<file path="src/rtl/cnt_event_monitor.sv">
// Event monitor for an N-bit counter: detects wrap and compare-match, queues events
// in a small FIFO for a valid/ready consumer, and tracks dropped events.
module cnt_event_monitor #(
    parameter int unsigned N     = 7,
    parameter int unsigned DEPTH = 4,
    parameter int unsigned DW    = 8
) (
    input  logic          clk,
    input  logic          rst,
    input  logic [N-1:0]  cnt,
    input  logic [N-1:0]  cmp_val,
    input  logic          cmp_en,
    input  logic          evt_ready,
    input  logic          ovf_clr,
    output logic          evt_valid,
    output logic [1:0]    evt_code,
    output logic [N-1:0]  evt_cnt,
    output logic          ovf,
    output logic [DW-1:0] drop_cnt
);

    localparam int unsigned AW = (DEPTH > 1) ? $clog2(DEPTH) : 1;
    localparam int unsigned CW = AW + 1;

    typedef struct packed {
        logic [1:0]   code;
        logic [N-1:0] cnt;
    } evt_t;

    evt_t          mem_q [DEPTH];
    logic [AW-1:0] rd_ptr_q, rd_ptr_d;
    logic [AW-1:0] wr_ptr_q, wr_ptr_d;
    logic [CW-1:0] count_q, count_d;
    logic [N-1:0]  prev_cnt_q;
    logic          prev_vld_q;
    logic          ovf_q, ovf_d;
    logic [DW-1:0] drop_q, drop_d;

    logic wrap_c, match_c, push_c, pop_c, full_c, accept_c, drop_c;
    evt_t push_evt_c;

    // Edge detection against the previous sample; blind until one sample exists.
    always_comb begin
        wrap_c     = prev_vld_q && (prev_cnt_q == {N{1'b1}}) && (cnt == '0);
        match_c    = prev_vld_q && cmp_en && (cnt == cmp_val) && (cnt != prev_cnt_q);
        push_c     = wrap_c || match_c;
        push_evt_c = '{code: {match_c, wrap_c}, cnt: cnt};
    end

    // FIFO bookkeeping and overflow tracking next-state.
    always_comb begin
        pop_c    = (count_q != '0) && evt_ready;
        full_c   = (count_q == CW'(DEPTH));
        accept_c = push_c && (!full_c || pop_c);
        drop_c   = push_c && full_c && !pop_c;

        rd_ptr_d = rd_ptr_q;
        wr_ptr_d = wr_ptr_q;
        count_d  = count_q + CW'(accept_c) - CW'(pop_c);
        ovf_d    = ovf_q;
        drop_d   = drop_q;

        if (pop_c) begin
            rd_ptr_d = rd_ptr_q + AW'(1);
        end
        if (accept_c) begin
            wr_ptr_d = wr_ptr_q + AW'(1);
        end

        // A drop in the same cycle as a clear leaves exactly that drop recorded.
        if (drop_c) begin
            ovf_d = 1'b1;
            if (ovf_clr) begin
                drop_d = DW'(1);
            end else if (drop_q != {DW{1'b1}}) begin
                drop_d = drop_q + DW'(1);
            end
        end else if (ovf_clr) begin
            ovf_d  = 1'b0;
            drop_d = '0;
        end
    end

    always_ff @(posedge clk or negedge rst) begin
        if (!rst) begin
            rd_ptr_q   <= '0;
            wr_ptr_q   <= '0;
            count_q    <= '0;
            prev_cnt_q <= '0;
            prev_vld_q <= 1'b0;
            ovf_q      <= 1'b0;
            drop_q     <= '0;
        end else begin
            rd_ptr_q   <= rd_ptr_d;
            wr_ptr_q   <= wr_ptr_d;
            count_q    <= count_d;
            prev_cnt_q <= cnt;
            prev_vld_q <= 1'b1;
            ovf_q      <= ovf_d;
            drop_q     <= drop_d;
        end
    end

    // Storage needs no reset: contents are only visible while occupancy is non-zero.
    always_ff @(posedge clk) begin
        if (accept_c) begin
            mem_q[wr_ptr_q] <= push_evt_c;
        end
    end

    always_comb begin
        evt_valid = (count_q != '0);
        evt_code  = evt_valid ? mem_q[rd_ptr_q].code : 2'b00;
        evt_cnt   = evt_valid ? mem_q[rd_ptr_q].cnt  : '0;
        ovf       = ovf_q;
        drop_cnt  = drop_q;
    end

endmodule

</file>
<file path="config.mk">
export PLATFORM = sky130hd
export DESIGN_NAME = cnt_event_monitor
export DESIGN_NICKNAME = d
export VERILOG_FILES = /design/src/rtl/cnt_event_monitor.sv
export SDC_FILE = /design/constraint.sdc
export NUM_CORES = 1
export LEC_CHECK = 0
export CAP_MARGIN = 10
export CORE_ASPECT_RATIO = 0.8
export CORE_MARGIN = 10
export CORE_UTILIZATION = 48
export DETAILED_ROUTE_END_ITERATION = 6
export PLACE_DENSITY_LB_ADDON = 0.08
export SYNTH_ARGS = -nofsm -noshare
export SYNTH_HDL_FRONTEND = slang
export SYNTH_SLANG_ARGS = --single-unit
export TNS_END_PERCENT = 10
</file>
<file path="constraint.sdc">
create_clock -name clk -period 2.2 [get_ports clk]
set_input_delay 0.44 -clock clk [delete_from_list [all_inputs] [get_ports clk]]
set_output_delay 0.44 -clock clk [all_outputs]
set_load 0.02 [all_outputs]
</file>
==> flow_summary.toml <==
[timing]
finalWorstSetupSlack_ps = -199
hold_slack_ps = 358
rsz0062_at_grt = "true"
slew_violations = 0
final.setup_skew_ps = 5.40
min_period_ps = 2400
finalCritPeriodShare_pct = 109
hold_viol_final = 0
fmax_mhz = 417
setup_viol = 2

[synth]
syn_area_um2 = 2650
synthFlopType = "edfxtp_1"
async_flop_share_pct = 40.0
synth.most_common_cell = "edfxtp_1"
synth_edf_count = 36
ys_seq_elements = 60
synth_cell_types = 36
synth_fp_nets = 208
synth_common_cells = "36 x edfxtp_1, 24 x dfrtp_1, 14 x and2_1"
synth.area.top_cells = "edfxtp_1 41%, dfrtp_1 23%, mux4_2 7.6%"
ys.warnings.count = 0
synth_cells = 181
avgSynthCellArea_um2 = 14.7
synth_largest_area_cell = "edfxtp_1"
yosysSeqAreaShare_pct = 63.4
yosysTopAreaCellShare_pct = 40.7

[power]
pwr-share-seq_pct = 39.4
power_per_cell_area_nw_per_um2 = 947
p_leak_nw = 1.45
p_switching_uw = 970
p_int_mw = 2.41
comb_power_share_pct = 29.4
finalPower_mw = 3.38
p_clk_share_pct = 31.2
vdd_drop_max_mv = 0.427
sw_frac_of_total_pct = 28.7

[finish]
antenna_cells = 0
fin_nets = 279
final_layout_size_suffix_gt1_share_pct = 36.6
postLayoutCellArea_um2 = 3570
syn2layout_area_growth_pct = 34.5

[outcome]
violations = "negative setup slack"
outcome = "finished with violations"

[clock_network]
cts_buffers = 9
cts_tree = "done"
cts_buffer_depth = 2
cts_sinks = 60
htree_levels = 3
insertion_delay_ps = 330
clk_pin_slew_worst_paths_ps = 70
root_buffer = "clkbuf_8"

[global_routing]
grt_pass1_vias = 1859
grt_max_degree = 25
track_usage_pct = 14.0
overflow = 0
antenna_found_initial = 0
grt_pass1_wl_um = 9520

[placement]
gp_congestion = 0.803
dpl_cell_area_um2 = 3350
post-place-ws_ps = -920
dp_hpwl_um = 4090
port_buffers = 37

[setup_path]
cp_data_arrival_time_ps = 2610
startpoint_type = "flip-flop"
cp-end-kind = "flip-flop"
required_ps = 2420
critical_path_class = "reg -> reg"
r2r_slack_ps = -200
cp_max_fo = 2

[routing]
remaining_drc_errors = 0
drt-pass1-iter-count = 4
drt-total-wl_um = 5620
detail-route-antenna-nets = 0
via_per_inst = 5.24
wl_per_cell_um = 17.5
drtIter0Drc = 112
route.vias.total = 1688

[floorplan]
die_x_um = 103
die_y_um = 86.5
die_area_um2 = 8920
io_pins = 38
initial_core_util_pct = 49.1
fp-row-count = 24
core_area_um2 = 5410

[run]
maxCapViolations = 0

[min_path]
hp-class = "in -> reg"
power groups by stage:
stage | logic (mW) | registers [mW] | clock network, mW
after floorplan | 0.623 | 1.32 | 0
after global placement | 1.06 | 1.35 | 0
after detailed placement | 1.09 | 1.36 | 0
after CTS | 1.00 | 1.34 | 1.08
after global routing | 1.10 | 1.35 | 1.12
final | 0.993 | 1.33 | 1.06
state kept, by name (all words and copies together), names as in the netlist:
register / flops
prev_cnt_q: 7
count_q: 3
ovf: 1
drop_cnt: 8
prev_vld_q: 1
wr_ptr_q: 2
mem_q: 36
rd_ptr_q: 2
layer usage:
layer  up-vias  track usage, %  routed length (µm)
met1       842            17.5                2510
li1        809               -                   -
met5         -               0                   0
met3         2            5.01                 269
met4         0            4.67                  28
met2        35            22.1                2820
worst max-delay path: stages, from the launching register on:
cell and delay, ps:
dfrtp_1 380, or4b_4 560, a21boi_2 180, inv_1 80, ha_1 220, inv_1 60
ha_2 160, inv_2 40, fa_2 340, xnor2_2 140, xnor2_1 130
cell usage in the layout, fill, tap and decap left out, drive strengths merged, types with 2 or more instances in the layout:
cell	n
buf	47
edfxtp	36
dfrtp	24
and2	14
clkbuf	14
clkdlybuf4s50	11
inv	11
xnor2	11
mux4	9
xor2	8
a21oi	7
ha	7
nand3	6
nand2	5
and3	5
nor2	4
clkinv	4
nand4	3
nor3	3
o21ai	3
nor4	2
or3	2
a211o	2
bufinv	2
dlygate4sd2	2
repair_timing:
item	4_1_cts	5_1_grt
buffers inserted	1	1
setup endpoints to repair	57	13
pin swaps	15	16
gates resized for setup	86	33
hold buffers	0	0
worst paths after layout:
| check | from | endpoint | depth (start not counted) |
|---|---|---|---|
| min | cnt[0] | prev_cnt_q[0] | 2 |
| max | count_q[1] | count_q[2] | 10 |
| min in group asynchronous | rst | rd_ptr_q[0] | 2 |
| max in group asynchronous | rst | prev_cnt_q[0] | 2 |
| max reg2reg | count_q[1] | count_q[2] | 10 |
| min reg2reg | ovf | ovf | 1 |
cell type report:
| cell class | instances | area (µm²) |
|---|---|---|
| Clock buffer | 9 | 124 |
| Clock inverter | 7 | 91.3 |
| Fill cell | 398 | 1840 |
| Inverter | 11 | 41.3 |
| Multi-Input combinational cell | 105 | 981 |
| Sequential cell | 60 | 1680 |
| Tap cell | 65 | 81.3 |
| Timing Repair Buffer | 65 | 569 |
cell families after synthesis:
group,after synthesis,synth area share [%]
flip-flops,60,63.4
AO/OA/AOI/OAI,19,4.76
AND/OR/NAND/NOR,49,11.3
other,1,0.141
buffers and inverters,16,2.45
XOR/XNOR,19,6.27
multiplexers,9,7.64
adder cells (fa/ha/maj),8,4.05
through the flow:
step	utilization (%)	TNS, ps	instances
after CTS	65.4	-504	321
final	66.0	-315	322
after detailed placement	61.9	-18840	304
after floorplan	-	-637	181
after global routing	66.0	-749	322
after global placement	61.9	-15060	304
(Power assumes the default switching activity.)
